$ cat src/rtl/sdram_arb_pkg.sv
// Shared types and helpers for the SDRAM Avalon-MM read/write arbiter:
// FSM state encoding, grant codes and the counter width helper.
package sdram_arb_pkg;

    typedef enum logic [1:0] {
        ST_IDLE     = 2'b00,
        ST_GRANT_RD = 2'b01,
        ST_GRANT_WR = 2'b10
    } arb_state_e;

    localparam logic [1:0] GRANT_IDLE_C = 2'b00;
    localparam logic [1:0] GRANT_RD_C   = 2'b01;
    localparam logic [1:0] GRANT_WR_C   = 2'b10;

    // Bits needed to hold the values 0..max_val (at least one bit).
    function automatic int cnt_width(input int max_val);
        if (max_val < 2) begin
            return 1;
        end else begin
            return $clog2(max_val + 1);
        end
    endfunction

endpackage

$ cat src/rtl/sdram_avalon_arbiter_if.sv
// Avalon-MM bundle around the arbiter: read master, write master and SDRAM slave.
// Signal names are seen from the arbiter; the slave modport is the arbiter side.
interface sdram_avalon_arbiter_if #(
    parameter int ADDR_W = 25,
    parameter int DATA_W = 16
);
    logic              iRD_REQ;
    logic [ADDR_W-1:0] iRD_ADDR;
    logic              oRD_WAIT;
    logic [DATA_W-1:0] oRD_DATA;
    logic              oRD_DATAVALID;
    logic              iWR_REQ;
    logic [ADDR_W-1:0] iWR_ADDR;
    logic [DATA_W-1:0] iWR_DATA;
    logic              oWR_WAIT;
    logic [ADDR_W-1:0] oSDRAM_ADDR;
    logic              oSDRAM_RD;
    logic              oSDRAM_WR;
    logic [DATA_W-1:0] oSDRAM_WRDATA;
    logic              iSDRAM_WAIT;
    logic [DATA_W-1:0] iSDRAM_RDDATA;
    logic              iSDRAM_RDDATAVALID;

    modport slave (
        input  iRD_REQ, iRD_ADDR, iWR_REQ, iWR_ADDR, iWR_DATA,
               iSDRAM_WAIT, iSDRAM_RDDATA, iSDRAM_RDDATAVALID,
        output oRD_WAIT, oRD_DATA, oRD_DATAVALID, oWR_WAIT,
               oSDRAM_ADDR, oSDRAM_RD, oSDRAM_WR, oSDRAM_WRDATA
    );

    modport master (
        output iRD_REQ, iRD_ADDR, iWR_REQ, iWR_ADDR, iWR_DATA,
               iSDRAM_WAIT, iSDRAM_RDDATA, iSDRAM_RDDATAVALID,
        input  oRD_WAIT, oRD_DATA, oRD_DATAVALID, oWR_WAIT,
               oSDRAM_ADDR, oSDRAM_RD, oSDRAM_WR, oSDRAM_WRDATA
    );
endinterface

$ cat src/rtl/sdram_arb_pending_cnt.sv
// Outstanding-read tracker: up/down counter bounded at MAX_PENDING with a
// full flag and a sticky error when a return arrives with nothing pending.
module sdram_arb_pending_cnt
    import sdram_arb_pkg::*;
#(
    parameter  int MAX_PENDING = 7,
    localparam int CNT_W       = cnt_width(MAX_PENDING)
) (
    input  logic             clk_i,
    input  logic             rst_i,
    input  logic             inc_i,
    input  logic             dec_i,
    output logic [CNT_W-1:0] cnt_o,
    output logic             full_o,
    output logic             err_o
);
    localparam logic [CNT_W-1:0] MAX_C  = CNT_W'(MAX_PENDING);
    localparam logic [CNT_W-1:0] ZERO_C = CNT_W'(0);
    localparam logic [CNT_W-1:0] ONE_C  = CNT_W'(1);

    logic [CNT_W-1:0] cnt_q, cnt_d;
    logic             err_q, err_d;

    // Next count and sticky underflow flag.
    always_comb begin
        cnt_d = cnt_q;
        err_d = err_q;
        if (inc_i && !dec_i && (cnt_q != MAX_C)) begin
            cnt_d = cnt_q + ONE_C;
        end else if (dec_i && !inc_i && (cnt_q != ZERO_C)) begin
            cnt_d = cnt_q - ONE_C;
        end else begin
            cnt_d = cnt_q;
        end
        if (dec_i && (cnt_q == ZERO_C)) begin
            err_d = 1'b1;
        end else begin
            err_d = err_q;
        end
    end

    // Counter and error registers.
    always_ff @(posedge clk_i) begin
        if (rst_i) begin
            cnt_q <= ZERO_C;
            err_q <= 1'b0;
        end else begin
            cnt_q <= cnt_d;
            err_q <= err_d;
        end
    end

    assign cnt_o  = cnt_q;
    assign full_o = (cnt_q == MAX_C);
    assign err_o  = err_q;

endmodule

$ cat src/rtl/sdram_avalon_arbiter.sv
// Run-time arbiter sharing one SDRAM Avalon-MM slave between the VGA read
// master (priority) and the image write master (bounded burst share).
module sdram_avalon_arbiter
    import sdram_arb_pkg::*;
#(
    parameter  int ADDR_W       = 25,
    parameter  int DATA_W       = 16,
    parameter  int MAX_RD_BURST = 8,
    parameter  int MAX_WR_BURST = 4,
    parameter  int MAX_PENDING  = 7,
    localparam int PEND_W       = cnt_width(MAX_PENDING)
) (
    input  logic                  iCLK,
    input  logic                  iRST,
    sdram_avalon_arbiter_if.slave bus,
    output logic [1:0]            oGRANT,
    output logic [PEND_W-1:0]     oPENDING,
    output logic                  oERROR
);
    localparam int RD_CNT_W = cnt_width(MAX_RD_BURST - 1);
    localparam int WR_CNT_W = cnt_width(MAX_WR_BURST - 1);
    localparam logic [RD_CNT_W-1:0] RD_LAST_C = RD_CNT_W'(MAX_RD_BURST - 1);
    localparam logic [WR_CNT_W-1:0] WR_LAST_C = WR_CNT_W'(MAX_WR_BURST - 1);

    arb_state_e          state_q, state_d;
    logic [RD_CNT_W-1:0] rd_cnt_q, rd_cnt_d;
    logic [WR_CNT_W-1:0] wr_cnt_q, wr_cnt_d;
    logic                full_s;
    logic                rd_acc_s;
    logic                wr_acc_s;

    assign rd_acc_s = (state_q == ST_GRANT_RD) & bus.iRD_REQ & ~full_s & ~bus.iSDRAM_WAIT;
    assign wr_acc_s = (state_q == ST_GRANT_WR) & bus.iWR_REQ & ~bus.iSDRAM_WAIT;

    // State and burst-counter registers.
    always_ff @(posedge iCLK) begin
        if (iRST) begin
            state_q  <= ST_IDLE;
            rd_cnt_q <= RD_CNT_W'(0);
            wr_cnt_q <= WR_CNT_W'(0);
        end else begin
            state_q  <= state_d;
            rd_cnt_q <= rd_cnt_d;
            wr_cnt_q <= wr_cnt_d;
        end
    end

    // Next grant: a burst only yields on an accepted transfer, never mid-stall.
    always_comb begin
        state_d = state_q;
        case (state_q)
            ST_IDLE: begin
                if (bus.iRD_REQ) begin
                    state_d = ST_GRANT_RD;
                end else if (bus.iWR_REQ) begin
                    state_d = ST_GRANT_WR;
                end else begin
                    state_d = ST_IDLE;
                end
            end
            ST_GRANT_RD: begin
                if (!bus.iRD_REQ) begin
                    state_d = bus.iWR_REQ ? ST_GRANT_WR : ST_IDLE;
                end else if (rd_acc_s && (rd_cnt_q == RD_LAST_C) && bus.iWR_REQ) begin
                    state_d = ST_GRANT_WR;
                end else begin
                    state_d = ST_GRANT_RD;
                end
            end
            ST_GRANT_WR: begin
                if (!bus.iWR_REQ) begin
                    state_d = bus.iRD_REQ ? ST_GRANT_RD : ST_IDLE;
                end else if (wr_acc_s && (wr_cnt_q == WR_LAST_C) && bus.iRD_REQ) begin
                    state_d = ST_GRANT_RD;
                end else begin
                    state_d = ST_GRANT_WR;
                end
            end
            default: state_d = ST_IDLE;
        endcase
    end

    // Burst counters saturate at their last slot and restart on every grant change.
    always_comb begin
        rd_cnt_d = rd_cnt_q;
        wr_cnt_d = wr_cnt_q;
        if (state_d != state_q) begin
            rd_cnt_d = RD_CNT_W'(0);
            wr_cnt_d = WR_CNT_W'(0);
        end else begin
            if (rd_acc_s && (rd_cnt_q != RD_LAST_C)) begin
                rd_cnt_d = rd_cnt_q + RD_CNT_W'(1);
            end else begin
                rd_cnt_d = rd_cnt_q;
            end
            if (wr_acc_s && (wr_cnt_q != WR_LAST_C)) begin
                wr_cnt_d = wr_cnt_q + WR_CNT_W'(1);
            end else begin
                wr_cnt_d = wr_cnt_q;
            end
        end
    end

    // Route the granted master onto the slave; the other master is held off.
    always_comb begin
        oGRANT            = GRANT_IDLE_C;
        bus.oSDRAM_RD     = 1'b0;
        bus.oSDRAM_WR     = 1'b0;
        bus.oSDRAM_ADDR   = {ADDR_W{1'b0}};
        bus.oSDRAM_WRDATA = {DATA_W{1'b0}};
        bus.oRD_WAIT      = 1'b1;
        bus.oWR_WAIT      = 1'b1;
        case (state_q)
            ST_GRANT_RD: begin
                oGRANT          = GRANT_RD_C;
                bus.oSDRAM_RD   = bus.iRD_REQ & ~full_s;
                bus.oSDRAM_ADDR = bus.iRD_ADDR;
                bus.oRD_WAIT    = bus.iSDRAM_WAIT | full_s;
            end
            ST_GRANT_WR: begin
                oGRANT            = GRANT_WR_C;
                bus.oSDRAM_WR     = bus.iWR_REQ;
                bus.oSDRAM_ADDR   = bus.iWR_ADDR;
                bus.oSDRAM_WRDATA = bus.iWR_DATA;
                bus.oWR_WAIT      = bus.iSDRAM_WAIT;
            end
            default: oGRANT = GRANT_IDLE_C;
        endcase
    end

    assign bus.oRD_DATA      = bus.iSDRAM_RDDATA;
    assign bus.oRD_DATAVALID = bus.iSDRAM_RDDATAVALID;

    sdram_arb_pending_cnt #(
        .MAX_PENDING (MAX_PENDING)
    ) u_pending (
        .clk_i  (iCLK),
        .rst_i  (iRST),
        .inc_i  (rd_acc_s),
        .dec_i  (bus.iSDRAM_RDDATAVALID),
        .cnt_o  (oPENDING),
        .full_o (full_s),
        .err_o  (oERROR)
    );

endmodule

$ cat src/flat_wrapper.sv
// flat-port wrapper written by rule: the top's interface ports become plain ports
module sdram_avalon_arbiter_flat import sdram_arb_pkg::*;
#(
    parameter  int ADDR_W       = 25,
    parameter  int DATA_W       = 16,
    parameter  int MAX_RD_BURST = 8,
    parameter  int MAX_WR_BURST = 4,
    parameter  int MAX_PENDING  = 7,
    localparam int PEND_W       = cnt_width(MAX_PENDING)
)
  (iCLK, iRST, oGRANT, oPENDING, oERROR, bus_iRD_REQ, bus_iRD_ADDR, bus_iWR_REQ, bus_iWR_ADDR, bus_iWR_DATA, bus_iSDRAM_WAIT, bus_iSDRAM_RDDATA, bus_iSDRAM_RDDATAVALID, bus_oRD_WAIT, bus_oRD_DATA, bus_oRD_DATAVALID, bus_oWR_WAIT, bus_oSDRAM_ADDR, bus_oSDRAM_RD, bus_oSDRAM_WR, bus_oSDRAM_WRDATA);
  sdram_avalon_arbiter_if #(.ADDR_W(ADDR_W), .DATA_W(DATA_W)) bus_i ();
  input  logic iCLK;
  input  logic iRST;
  output logic [1:0] oGRANT;
  output logic [PEND_W-1:0] oPENDING;
  output logic oERROR;
  input wire logic [$bits(bus_i.iRD_REQ)-1:0] bus_iRD_REQ;
  input wire logic [$bits(bus_i.iRD_ADDR)-1:0] bus_iRD_ADDR;
  input wire logic [$bits(bus_i.iWR_REQ)-1:0] bus_iWR_REQ;
  input wire logic [$bits(bus_i.iWR_ADDR)-1:0] bus_iWR_ADDR;
  input wire logic [$bits(bus_i.iWR_DATA)-1:0] bus_iWR_DATA;
  input wire logic [$bits(bus_i.iSDRAM_WAIT)-1:0] bus_iSDRAM_WAIT;
  input wire logic [$bits(bus_i.iSDRAM_RDDATA)-1:0] bus_iSDRAM_RDDATA;
  input wire logic [$bits(bus_i.iSDRAM_RDDATAVALID)-1:0] bus_iSDRAM_RDDATAVALID;
  output wire logic [$bits(bus_i.oRD_WAIT)-1:0] bus_oRD_WAIT;
  output wire logic [$bits(bus_i.oRD_DATA)-1:0] bus_oRD_DATA;
  output wire logic [$bits(bus_i.oRD_DATAVALID)-1:0] bus_oRD_DATAVALID;
  output wire logic [$bits(bus_i.oWR_WAIT)-1:0] bus_oWR_WAIT;
  output wire logic [$bits(bus_i.oSDRAM_ADDR)-1:0] bus_oSDRAM_ADDR;
  output wire logic [$bits(bus_i.oSDRAM_RD)-1:0] bus_oSDRAM_RD;
  output wire logic [$bits(bus_i.oSDRAM_WR)-1:0] bus_oSDRAM_WR;
  output wire logic [$bits(bus_i.oSDRAM_WRDATA)-1:0] bus_oSDRAM_WRDATA;
  assign bus_i.iRD_REQ = bus_iRD_REQ;
  assign bus_i.iRD_ADDR = bus_iRD_ADDR;
  assign bus_i.iWR_REQ = bus_iWR_REQ;
  assign bus_i.iWR_ADDR = bus_iWR_ADDR;
  assign bus_i.iWR_DATA = bus_iWR_DATA;
  assign bus_i.iSDRAM_WAIT = bus_iSDRAM_WAIT;
  assign bus_i.iSDRAM_RDDATA = bus_iSDRAM_RDDATA;
  assign bus_i.iSDRAM_RDDATAVALID = bus_iSDRAM_RDDATAVALID;
  assign bus_oRD_WAIT = bus_i.oRD_WAIT;
  assign bus_oRD_DATA = bus_i.oRD_DATA;
  assign bus_oRD_DATAVALID = bus_i.oRD_DATAVALID;
  assign bus_oWR_WAIT = bus_i.oWR_WAIT;
  assign bus_oSDRAM_ADDR = bus_i.oSDRAM_ADDR;
  assign bus_oSDRAM_RD = bus_i.oSDRAM_RD;
  assign bus_oSDRAM_WR = bus_i.oSDRAM_WR;
  assign bus_oSDRAM_WRDATA = bus_i.oSDRAM_WRDATA;
  sdram_avalon_arbiter #(.ADDR_W(ADDR_W), .DATA_W(DATA_W), .MAX_RD_BURST(MAX_RD_BURST), .MAX_WR_BURST(MAX_WR_BURST), .MAX_PENDING(MAX_PENDING)) u_core (.iCLK(iCLK), .iRST(iRST), .bus(bus_i), .oGRANT(oGRANT), .oPENDING(oPENDING), .oERROR(oERROR));
endmodule
$ cat config.mk
export PLATFORM = sky130hd
export DESIGN_NAME = sdram_avalon_arbiter_flat
export DESIGN_NICKNAME = d
export VERILOG_FILES = /design/src/rtl/sdram_arb_pkg.sv /design/src/rtl/sdram_avalon_arbiter_if.sv /design/src/rtl/sdram_arb_pending_cnt.sv /design/src/rtl/sdram_avalon_arbiter.sv /design/src/flat_wrapper.sv
export SDC_FILE = /design/constraint.sdc
export NUM_CORES = 1
export LEC_CHECK = 0
export BUFFER_PORTS_ARGS = -buffer_cell sky130_fd_sc_hd__buf_4
export CORE_ASPECT_RATIO = 1.75
export CORE_MARGIN = 2
export CORE_UTILIZATION = 35
export CTS_BUF_LIST = sky130_fd_sc_hd__clkbuf_16
export DETAILED_ROUTE_END_ITERATION = 10
export PLACE_DENSITY = 0.92
export SLEW_MARGIN = 30
export SYNTH_ARGS = -nofsm -noshare
export SYNTH_HDL_FRONTEND = slang
export SYNTH_SLANG_ARGS = --single-unit
$ cat constraint.sdc
create_clock -name iCLK -period 3.8 [get_ports iCLK]
set_input_delay 0.19 -clock iCLK [delete_from_list [all_inputs] [get_ports iCLK]]
set_output_delay 0.19 -clock iCLK [all_outputs]
set_load 0.005 [all_outputs]
==> implementation parameters, run 1 <==
Parameter                              Value

Run status
  Result of the run ... finished, final reports clean

Routing
  DRC violations left ... 0
  Drt total wl ... 4.895 mm
  Number of vias per cell after detailed routing ... 5.006
  Via count ... 1647
  First-iteration detailed-routing DRC count ... 49
  Average routed wire per standard cell ... 14.88 µm
  Number of nets still failing antenna checks after routing ... 0
  Initial DRT Pass Iterations ... 4

Global routing
  Grt met2 use ... 0.3823
  Largest net degree at the start of global routing ... 42
  Grt met3 use ... 0.06014
  Most Crowded Layer GR ... met2
  Total global-route track usage ... 0.2067
  Global routing usage on met1 ... 0.2048
  Vias in the first global route ... 1575
  Initial antenna violation count ... 0
  Global-route wire length before repair ... 7.176 mm
  Remaining global-route overflow ... 0

Setup path
  Critical path peak fanout ... 30
  Kind of start point of the critical path ... flip-flop
  Type of the worst setup path ... reg -> reg
  Data arrival time at the worst-slack endpoint ... 2.87 ns
  Slowest stage delay, CP ... 0.43 ns
  Most used cell, CP ... sky130_fd_sc_hd__inv_1
  Worst path slowest cell ... sky130_fd_sc_hd__fa_1
  Worst Reg-to-Reg Cells ... 10
  Worst Path Required ... 3.92 ns
  Cell breakdown of the critical path ... inv_1 -> ha_1 -> buf_4 -> nor2b_1 -> nand3_2 -> nor2_1 -> inv_1 -> fa_1 -> a221oi_1 -> nor3_1
  Crit end category ... flip-flop

Die
  Chip width ... 51.45 µm
  Die ar. ... 4477 µm²
  Std-Cell Rows ... 30
  Initial Util ... 0.3601
  Vertical die dimension ... 87.03 µm
  Core Box Area ... 3829 µm²
  Boundary Pins ... 156

Logic synthesis
  Leading area contributor after synthesis ... sky130_fd_sc_hd__dfxtp_1
  Most frequent cells after synthesis ... sky130_fd_sc_hd__nor2b_1, sky130_fd_sc_hd__a22oi_1, sky130_fd_sc_hd__and2_1, sky130_fd_sc_hd__buf_4, sky130_fd_sc_hd__dfxtp_1
  Count of flip-flops with a built-in enable after synthesis ... 0
  Dominant cell by count in the synthesized netlist ... sky130_fd_sc_hd__nor2b_1
  Number of synthesized register bits ... 11
  Async set or reset register ratio after synthesis ... 0
  Mapped Cells ... 180
  Largest cells by area after synthesis ... sky130_fd_sc_hd__dfxtp_1, sky130_fd_sc_hd__a22oi_1, sky130_fd_sc_hd__nor2b_1, sky130_fd_sc_hd__buf_4, sky130_fd_sc_hd__ha_1
  Primary flip-flop cell chosen by synthesis mapping ... sky130_fd_sc_hd__dfxtp_1
  Top cell type's share of synthesized area ... 0.1597
  Post-synthesis area per instance ... 7.660 µm²
  Synth unique cells ... 39
  Total of warnings raised by yosys ... 0
  Mapped cell area ... 1379 µm²
  Sequential element share of the synthesized area ... 0.1597
  Synthesized net count ... 278

Run
  Count of max-cap constraint violations ... 0

Cells and area
  Diode count ... 0
  Post-Route Utilization ... 0.5971
  Layout cells sized above 1 ... 0.4698
  Post-route insts no fill ... 329
  Total non-filler cell area in the finished layout ... 2286 µm²
  Layout Area Growth over Synthesis ... 65.79%
  Total number of nets in the final design ... 380

STA
  Count of final hold-check violations ... 0
  Worst Clk Skew ... 0.002724 ns
  Worst rel slew slack ... 0.6078
  Finish-stage setup viols ... 0
  Minimum clock period ... 2.742 ns
  Actual transition at the worst max-transition pin ... 0.5882 ns
  Max-slew violation count ... 0
  Setup repair after global routing missed its margin ... no
  Post-route fraction of the period consumed by the critical path ... 0.7216
  Setup TNS ... 0 ns
  Fmax ... 364.7 MHz

CTS
  Cells resized by post-CTS repair ... 0
  Post-CTS repair timing setup buffer count ... 0
  Clock-pin slew on the worst setup and hold paths ... 0.04 ns
  TritonCTS clock tree ... built
  Clock insertion delay at the later pin of the skew report ... 0.24 ns
  Total number of clock tree sinks ... 11
  CTS Hold Bufs ... 0
  Number of levels the H-tree was split into ... 1
  Number of clock buffers inserted by TritonCTS ... 3
  Clock Path Buffers ... 2
  Root buf cell ... sky130_fd_sc_hd__clkbuf_16

Power and ir drop
  Power Total ... 581.6 µW
  Leakage ... 1.084 nW
  Peak supply drop ... 323.8 µV
  Power per standard cell area ... 254.4 nW/µm²

Placed design
  Port-buffer cells ... 123
  Half-perimeter wire length after detailed placement ... 3.894 mm
  Placed cell count ... 325
  Cell area reported after detailed placement ... 2207 µm²
  Weighted congestion reported at the end of routability-driven placement ... 0.9815

Worst hold path
  Worst Hold Class ... in -> reg
  Hold Path Cell Cnt ... 2
per-layer routing:
layer  up-vias  wire length [µm]
li1        822                 -
met2        75              2511
met5         -                 0
met3        11               489
met1       739              1798
met4         0                96
critical path: cells and delay by family (launching register included):
kind                       cells  cell delay (ns)
adders and majority gates      2             0.58
and+or+nand+nor                4             0.87
buffers and inverters          3             0.52
DFF                            1             0.34
AOI/OAI and AO/OA              1             0.30
area by class of cell:
type | instances | area (µm²)
multi-input combinational | 136 | 969.7
clock buffer | 3 | 75.07
fill | 354 | 1543
timing repair buffer | 125 | 938.4
clock inverter | 1 | 3.754
inverter | 5 | 18.77
tap | 48 | 60.06
sequential | 11 | 220.2
sequential cells by signal, summed over array words and instances, names as in the netlist:
name	flops
u_core.rd_cnt_q	3
u_core.u_pending.cnt_o	3
u_core.state_q	2
u_core.u_pending.err_o	1
u_core.wr_cnt_q	2
report_power, final:
group          switching [mW]  internal (mW)  total (mW)  leakage, nW
Clock                  0.0521          0.138       0.190       0.0423
Sequential             0.0260          0.131       0.157       0.0896
Combinational          0.0948          0.140       0.235        0.952
Total                   0.173          0.409       0.582         1.08
stage by stage:
step           hold slack (ns)  setup slack (ns)
2_1_floorplan           0.3061             1.663
3_3_place_gp            0.3800             1.264
3_5_place_dp            0.3800             1.059
4_1_cts                 0.1903             1.050
5_1_grt                 0.1943            0.8337
6_report                0.1891             1.058
cell usage in the layout (no fill, tap or decap), types with 3 or more instances in the layout:
cell type	instances
sky130_fd_sc_hd__buf_4	125
sky130_fd_sc_hd__mux2i_1	4
sky130_fd_sc_hd__nor3_1	6
sky130_fd_sc_hd__clkbuf_16	3
sky130_fd_sc_hd__nand2_1	3
sky130_fd_sc_hd__and2_1	17
sky130_fd_sc_hd__nand2b_1	3
sky130_fd_sc_hd__dfxtp_1	11
sky130_fd_sc_hd__o21ai_0	4
sky130_fd_sc_hd__inv_1	6
sky130_fd_sc_hd__nor2_1	10
sky130_fd_sc_hd__nor2b_1	27
sky130_fd_sc_hd__ha_1	9
sky130_fd_sc_hd__a22oi_1	25
logic make-up after synthesis:
group / count (synthesis) / share of synthesized area
compound gates: 42 / 0.2269
mux: 4 / 0.02904
fa+ha+maj: 10 / 0.09619
buf+inv: 33 / 0.1370
xor+xnor: 3 / 0.01906
flops: 11 / 0.1597
simple gates: 77 / 0.3321
final timing paths:
| path | slack [ns] | end | start |
|---|---|---|---|
| worst min register to register | 0.48 | u_core.u_pending.err_o | u_core.u_pending.err_o |
| worst min-delay path | 0.19 | u_core.u_pending.cnt_o[0] | iRST |
| worst max-delay path | 1.06 | u_core.u_pending.cnt_o[2] | u_core.state_q[1] |
| worst max register to register | 1.06 | u_core.u_pending.cnt_o[2] | u_core.state_q[1] |
No activity file was read; power rests on OpenSTA's default activity.
==> run 2: changes to the inputs <==
--- a/config.mk
+++ b/config.mk
@@ -8,10 +8,10 @@
 export BUFFER_PORTS_ARGS = -buffer_cell sky130_fd_sc_hd__buf_4
 export CORE_ASPECT_RATIO = 1.75
 export CORE_MARGIN = 2
-export CORE_UTILIZATION = 35
+export CORE_UTILIZATION = 34
 export CTS_BUF_LIST = sky130_fd_sc_hd__clkbuf_16
 export DETAILED_ROUTE_END_ITERATION = 10
-export PLACE_DENSITY = 0.92
+export PLACE_DENSITY = 0.9
 export SLEW_MARGIN = 30
 export SYNTH_ARGS = -nofsm -noshare
 export SYNTH_HDL_FRONTEND = slang
==> constraint.sdc (replaced) <==
create_clock -name iCLK -period 2.7 [get_ports iCLK]
set_input_delay 0.135 -clock iCLK [delete_from_list [all_inputs] [get_ports iCLK]]
set_output_delay 0.135 -clock iCLK [all_outputs]
set_load 0.005 [all_outputs]
==> run 2 against run 1 <==
  * Final area increased by 0.33%
  * Critical endpoint unchanged
  * Critical path depth stayed put
  * Sequential power up 40%
  * Register-to-register slack worse by 0.62 ns
  * Hold slack worse by 0.056 ns
  * Via count increased by 1.2%
  * Clock power up 44%
  * Critical path type unchanged
  * Clock skew barely moved
  * Global-route usage shrank 1.2 points
  * Utilization is 0.96 points lower
  * Sequential cell count is the same
  * Highest routed layer unchanged
  * Final cell count grew 0.30%
==> implementation parameters, run 2 (same netlist as run 1, synthesis figures left out) <==
Parameter                              Value

Setup path
  Most used cell, CP ... sky130_fd_sc_hd__inv_1
  Crit end category ... flip-flop
  Type of the worst setup path ... reg -> reg
  Number of buffer and inverter stages on the critical path ... 3
  Worst path slowest cell ... sky130_fd_sc_hd__fa_1
  Critical path's top delay family ... adder cells
  Launch point of the critical path ... u_core.state_q[1]
  Critical path peak fanout ... 6
  Worst Path Required ... 2.82 ns
  Cell breakdown of the critical path ... inv_1 -> ha_1 -> nor2b_1 -> nand3_2 -> nor2_1 -> buf_4 -> inv_1 -> fa_1 -> a221oi_1 -> nor3_1
  Reg-to-reg startpoint ... u_core.state_q[1]
  Kind of start point of the critical path ... flip-flop
  Slowest stage delay, CP ... 0.41 ns
  Data arrival time at the worst-slack endpoint ... 2.39 ns

CTS
  TritonCTS clock tree ... built
  CTS Hold Bufs ... 0
  Number of levels the H-tree was split into ... 1
  Clock insertion delay at the later pin of the skew report ... 0.24 ns
  Number of clock buffers inserted by TritonCTS ... 3
  Clock-pin slew on the worst setup and hold paths ... 0.04 ns
  Post-CTS repair timing setup buffer count ... 0
  Total number of clock tree sinks ... 11
  Cells resized by post-CTS repair ... 0
  Root buf cell ... sky130_fd_sc_hd__clkbuf_16
  Clock Path Buffers ... 2

Die
  Boundary Pins ... 156
  Initial Util ... 0.3532
  Chip width ... 52.14 µm
  Vertical die dimension ... 88.24 µm
  Die ar. ... 4601 µm²
  Std-Cell Rows ... 30
  Core Box Area ... 3904 µm²

Routing
  DRC violations left ... 0
  Drt total wl ... 4.723 mm
  Number of vias per cell after detailed routing ... 5.048
  Via count ... 1666
  First-iteration detailed-routing DRC count ... 36
  Average routed wire per standard cell ... 14.31 µm
  Number of nets still failing antenna checks after routing ... 0
  Initial DRT Pass Iterations ... 4

Power and ir drop
  Leakage ... 1.090 nW
  Power per standard cell area ... 358.3 nW/µm²
  Peak supply drop ... 668.0 µV

STA
  Worst Clk Skew ... 0.002378 ns
  Worst Slack Setup Final ... 0.4367 ns
  Setup repair after global routing missed its margin ... no
  Count of final hold-check violations ... 0
  Finish-stage setup viols ... 0
  Final hold slack ... 0.1327 ns
  Fmax ... 441.8 MHz
  Max-slew violation count ... 0
  Minimum clock period ... 2.263 ns
  Post-route fraction of the period consumed by the critical path ... 0.8382
  Actual transition at the worst max-transition pin ... 0.5721 ns
  Setup TNS ... 0 ns
  Worst rel slew slack ... 0.6186

Cells and area
  Total number of nets in the final design ... 381
  Diode count ... 0
  Filler cell count ... 358
  Commonest non-fill, non-tap cells in the layout ... sky130_fd_sc_hd__buf_4, sky130_fd_sc_hd__nor2b_1, sky130_fd_sc_hd__a22oi_1, sky130_fd_sc_hd__and2_1, sky130_fd_sc_hd__dfxtp_1
  Area occupied by multi-input gates ... 969.7 µm²
  Most frequent standard cell in the layout excluding fill and tap cells ... sky130_fd_sc_hd__buf_4
  Layout cells sized above 1 ... 0.4716
  Area taken by flip-flops and latches ... 220.2 µm²
  Layout Area Growth over Synthesis ... 66.33%

Run
  Count of max-cap constraint violations ... 0

Placed design
  Post-placement setup slack ... 0.4603 ns
  Weighted congestion reported at the end of routability-driven placement ... 0.8090
  Half-perimeter wire length after detailed placement ... 3.720 mm
  Port-buffer cells ... 123

Worst hold path
  Worst Hold Class ... in -> reg
  Startpoint of the lowest-slack hold path ... iRST

Run status
  Result of the run ... finished, final reports clean

Global routing
  Vias in the first global route ... 1591
  Remaining global-route overflow ... 0
  Total global-route track usage ... 0.1950
  Largest net degree at the start of global routing ... 33
  Global-route wire length before repair ... 6.851 mm
  Initial antenna violation count ... 0
==> run 2: metrics by stage <==
step / instance area [µm²] / cells / total power, mW / util
4_1_cts: 2293 / 330 / 0.8274 / 0.5875
3_5_place_dp: 2215 / 326 / 0.5519 / 0.5673
3_3_place_gp: 2215 / 326 / 0.5434 / 0.5673
2_1_floorplan: 1379 / 180 / 0.3947 / -
6_report: 2293 / 330 / 0.8218 / 0.5875
5_1_grt: 2293 / 330 / 0.8715 / 0.5875
==> run 2: area by class of cell <==
| type | instances | area share |
|---|---|---|
| Clock buffer | 3 | 0.03273 |
| Clock inverter | 1 | 0.001637 |
| Inverter | 5 | 0.008183 |
| Multi-Input combinational cell | 136 | 0.4228 |
| Sequential cell | 11 | 0.09602 |
| Tap cell | 48 | 0.02619 |
| Timing Repair Buffer | 126 | 0.4124 |
==> run 2: path summary, 6_finish.rpt <==
check	end	slack, ns	depth (start not counted)
worst max-delay path	u_core.u_pending.cnt_o[2]	0.44	10
worst min register to register	u_core.u_pending.err_o	0.48	2
worst min-delay path	u_core.u_pending.err_o	0.13	2
worst max register to register	u_core.u_pending.cnt_o[2]	0.44	10
==> run 2: power breakdown <==
group	switching, mW	leakage (nW)	internal, mW
combinational	0.132	0.958	0.197
clock	0.0785	0.0423	0.195
sequential	0.0358	0.0896	0.184
==> run 2: worst register-to-register path: cells and delay by family, from the launching register on <==
family	cells	cell delay, ns
AO/OA/AOI/OAI	1	0.30
adder cells (fa/ha/maj)	2	0.58
buffers and inverters	3	0.33
flip-flops	1	0.34
AND/OR/NAND/NOR	4	0.58
==> run 2: routing by layer <==
layer	GRT usage	wire length, µm	up-vias
li1	-	-	820
met1	0.1762	1524	751
met2	0.3602	2433	81
met3	0.08277	647	14
met4	0.09557	117	0
met5	0	0	-
==> run 3: changes to the inputs <==
--- a/config.mk
+++ b/config.mk
@@ -5,13 +5,14 @@
 export SDC_FILE = /design/constraint.sdc
 export NUM_CORES = 1
 export LEC_CHECK = 0
+export ABC_AREA = 1
 export BUFFER_PORTS_ARGS = -buffer_cell sky130_fd_sc_hd__buf_4
 export CORE_ASPECT_RATIO = 1.75
 export CORE_MARGIN = 2
-export CORE_UTILIZATION = 34
+export CORE_UTILIZATION = 35
 export CTS_BUF_LIST = sky130_fd_sc_hd__clkbuf_16
 export DETAILED_ROUTE_END_ITERATION = 10
-export PLACE_DENSITY = 0.9
+export PLACE_DENSITY = 0.91
 export SLEW_MARGIN = 30
 export SYNTH_ARGS = -nofsm -noshare
 export SYNTH_HDL_FRONTEND = slang
==> constraint.sdc (replaced) <==
create_clock -name iCLK -period 2.2 [get_ports iCLK]
set_input_delay 0.11 -clock iCLK [delete_from_list [all_inputs] [get_ports iCLK]]
set_output_delay 0.11 -clock iCLK [all_outputs]
set_load 0.005 [all_outputs]
==> run 3 against run 2 <==
  * Die area is 0.55% higher
  * Via count rose by 7.7%
  * Maximum frequency grew 9.7%
  * Clock skew is 0.0013 ns lower
  * Critical path depth grew 2
  * Register-to-register slack worse by 0.30 ns
  * Critical endpoint unchanged
  * Highest routed layer unchanged
==> implementation parameters, run 3 <==
Parameter                              Value

Routing
  Number of vias per cell after detailed routing ... 4.614
  Via count ... 1795
  First-iteration detailed-routing DRC count ... 18
  Initial DRT Pass Iterations ... 4
  Number of nets still failing antenna checks after routing ... 0
  Average routed wire per standard cell ... 12.34 µm
  Drt total wl ... 4.800 mm
  DRC violations left ... 0

Global routing
  Largest net degree at the start of global routing ... 42
  Global-route wire length before repair ... 7.479 mm
  Vias in the first global route ... 1729
  Total global-route track usage ... 0.2087
  Remaining global-route overflow ... 0
  Initial antenna violation count ... 0

CTS
  Clock insertion delay at the later pin of the skew report ... 0.23 ns
  Total number of clock tree sinks ... 11
  Post-CTS repair timing setup buffer count ... 0
  Number of levels the H-tree was split into ... 1
  Number of clock buffers inserted by TritonCTS ... 3
  Root buf cell ... sky130_fd_sc_hd__clkbuf_16
  TritonCTS clock tree ... built
  CTS Hold Bufs ... 0
  Clock-pin slew on the worst setup and hold paths ... 0.04 ns
  Cells resized by post-CTS repair ... 0
  Clock Path Buffers ... 2

Cells and area
  Layout Area Growth over Synthesis ... 65.38%
  Commonest non-fill, non-tap cells in the layout ... sky130_fd_sc_hd__buf_4, sky130_fd_sc_hd__nand2_1, sky130_fd_sc_hd__a21oi_1, sky130_fd_sc_hd__inv_1, sky130_fd_sc_hd__dfxtp_1
  Most frequent standard cell in the layout excluding fill and tap cells ... sky130_fd_sc_hd__buf_4
  Post-route insts no fill ... 389
  Filler cell count ... 353
  Diode count ... 0
  Area occupied by multi-input gates ... 902.1 µm²
  Area taken by flip-flops and latches ... 221.5 µm²
  Layout cells sized above 1 ... 0.4692
  Post-Route Utilization ... 0.6048
  Total number of nets in the final design ... 440

Run status
  Result of the run ... finished, final reports clean

Logic synthesis
  Number of synthesized register bits ... 11
  Sequential element share of the synthesized area ... 0.1543
  Total of warnings raised by yosys ... 0
  Count of flip-flops with a built-in enable after synthesis ... 0
  Async set or reset register ratio after synthesis ... 0
  Primary flip-flop cell chosen by synthesis mapping ... sky130_fd_sc_hd__dfxtp_1
  Most frequent cells after synthesis ... sky130_fd_sc_hd__nand2_1, sky130_fd_sc_hd__a21oi_1, sky130_fd_sc_hd__inv_1
  Synth unique cells ... 33
  Post-synthesis area per instance ... 6.049 µm²
  Largest cells by area after synthesis ... sky130_fd_sc_hd__nand2_1, sky130_fd_sc_hd__dfxtp_1, sky130_fd_sc_hd__a21oi_1, sky130_fd_sc_hd__buf_4, sky130_fd_sc_hd__ha_1
  Synthesized net count ... 334
  Leading area contributor after synthesis ... sky130_fd_sc_hd__nand2_1
  Mapped Cells ... 236
  Dominant cell by count in the synthesized netlist ... sky130_fd_sc_hd__nand2_1
  Mapped cell area ... 1428 µm²
  Top cell type's share of synthesized area ... 0.2077

Die
  Boundary Pins ... 156
  Vertical die dimension ... 88.49 µm
  Chip width ... 52.28 µm
  Std-Cell Rows ... 30
  Core Box Area ... 3904 µm²
  Die ar. ... 4626 µm²
  Initial Util ... 0.3657

Setup path
  Data arrival time at the worst-slack endpoint ... 2.23 ns
  Kind of start point of the critical path ... flip-flop
  Type of the worst setup path ... reg -> reg
  Crit end category ... flip-flop
  Critical path peak fanout ... 5
  Worst Path Required ... 2.36 ns

STA
  Fmax ... 484.7 MHz
  Setup TNS ... 0 ns
  Count of final hold-check violations ... 0
  Actual transition at the worst max-transition pin ... 0.2787 ns
  Minimum clock period ... 2.063 ns
  Worst rel slew slack ... 0.8142
  Setup repair after global routing missed its margin ... no
  Finish-stage setup viols ... 0
  Post-route fraction of the period consumed by the critical path ... 0.9379
  Worst Clk Skew ... 0.001052 ns
  Max-slew violation count ... 0

Power and ir drop
  Peak supply drop ... 403.8 µV
  Leakage ... 1.297 nW
  Sw Pwr ... 328.4 µW
  Power per standard cell area ... 433.5 nW/µm²
  Combinational Power Share ... 0.437
  Cell internal pwr ... 695.2 µW
  Sequential cell fraction of total power ... 0.248
  Clock group share of total power ... 0.314
  Net Sw Frac ... 0.3208

Worst hold path
  Worst Hold Class ... in -> reg

Placed design
  Half-perimeter wire length after detailed placement ... 3.978 mm
  Port-buffer cells ... 123
  Weighted congestion reported at the end of routability-driven placement ... 0.8476
  Placed cell count ... 385

Run
  Count of max-cap constraint violations ... 0
[run 3: logic make-up after synthesis]
logic type,synth area share
simple gates,0.3567
xor+xnor,0.01227
flops,0.1542
buf+inv,0.2156
fa+ha+maj,0.09290
mux,0.02191
compound gates,0.1464
[run 3: path summary, 6_finish.rpt]
check | end | slack, ns | start | cells past startpoint
max | u_core.u_pending.cnt_o[2] | 0.14 | u_core.state_q[1] | 12
min | u_core.state_q[0] | 0.07 | iRST | 2
max reg2reg | u_core.u_pending.cnt_o[2] | 0.14 | u_core.state_q[1] | 12
min reg2reg | u_core.u_pending.err_o | 0.45 | u_core.u_pending.err_o | 2
[run 3: final cells by class]
| type | instances | area share |
|---|---|---|
| Clock buffer | 3 | 0.03180 |
| Sequential cell | 11 | 0.09380 |
| Multi-Input combinational cell | 163 | 0.3821 |
| Tap cell | 48 | 0.02544 |
| Timing Repair Buffer | 128 | 0.4086 |
| Clock inverter | 1 | 0.001590 |
| Inverter | 35 | 0.05670 |
[run 3: through the flow]
step           setup WS, ns  hold slack, ns  power, mW  instance area, µm²
6_report             0.1367         0.07210      1.024                2361
5_1_grt             0.03609         0.08244      1.103                2361
4_1_cts             0.04997         0.07772      1.031                2354
3_5_place_dp        0.06851          0.2200     0.7015                2275
3_3_place_gp         0.1733          0.2200     0.6853                2275
2_1_floorplan        0.1426          0.1784     0.4910                1428
[run 3: critical path, stage by stage, from the launching register on]
cell and delay, ns:
sky130_fd_sc_hd__dfxtp_1 0.31, sky130_fd_sc_hd__inv_1 0.07, sky130_fd_sc_hd__ha_1 0.17, sky130_fd_sc_hd__nand2_1 0.06, sky130_fd_sc_hd__clkinv_1 0.05, sky130_fd_sc_hd__nand2_1 0.05
sky130_fd_sc_hd__inv_2 0.08, sky130_fd_sc_hd__nand2_4 0.06, sky130_fd_sc_hd__or2_4 0.26, sky130_fd_sc_hd__fa_2 0.34, sky130_fd_sc_hd__or2_1 0.25, sky130_fd_sc_hd__and3_4 0.18
sky130_fd_sc_hd__nor3_2 0.10
[run 3: routing by layer]
layer,global-route usage,vias to the layer above,part of all wire
met5,0,-,0
met4,0.08392,0,0.026
met3,0.03716,18,0.075
met2,0.3614,92,0.52
met1,0.2479,769,0.38
li1,-,916,-
[run 3: power by group through the flow]
stage	clock network, mW	logic (mW)	registers, mW
floorplan	0	0.238	0.253
global placement	0	0.433	0.252
detailed placement	0	0.446	0.255
CTS	0.329	0.450	0.252
global route	0.344	0.503	0.256
finish	0.322	0.448	0.254
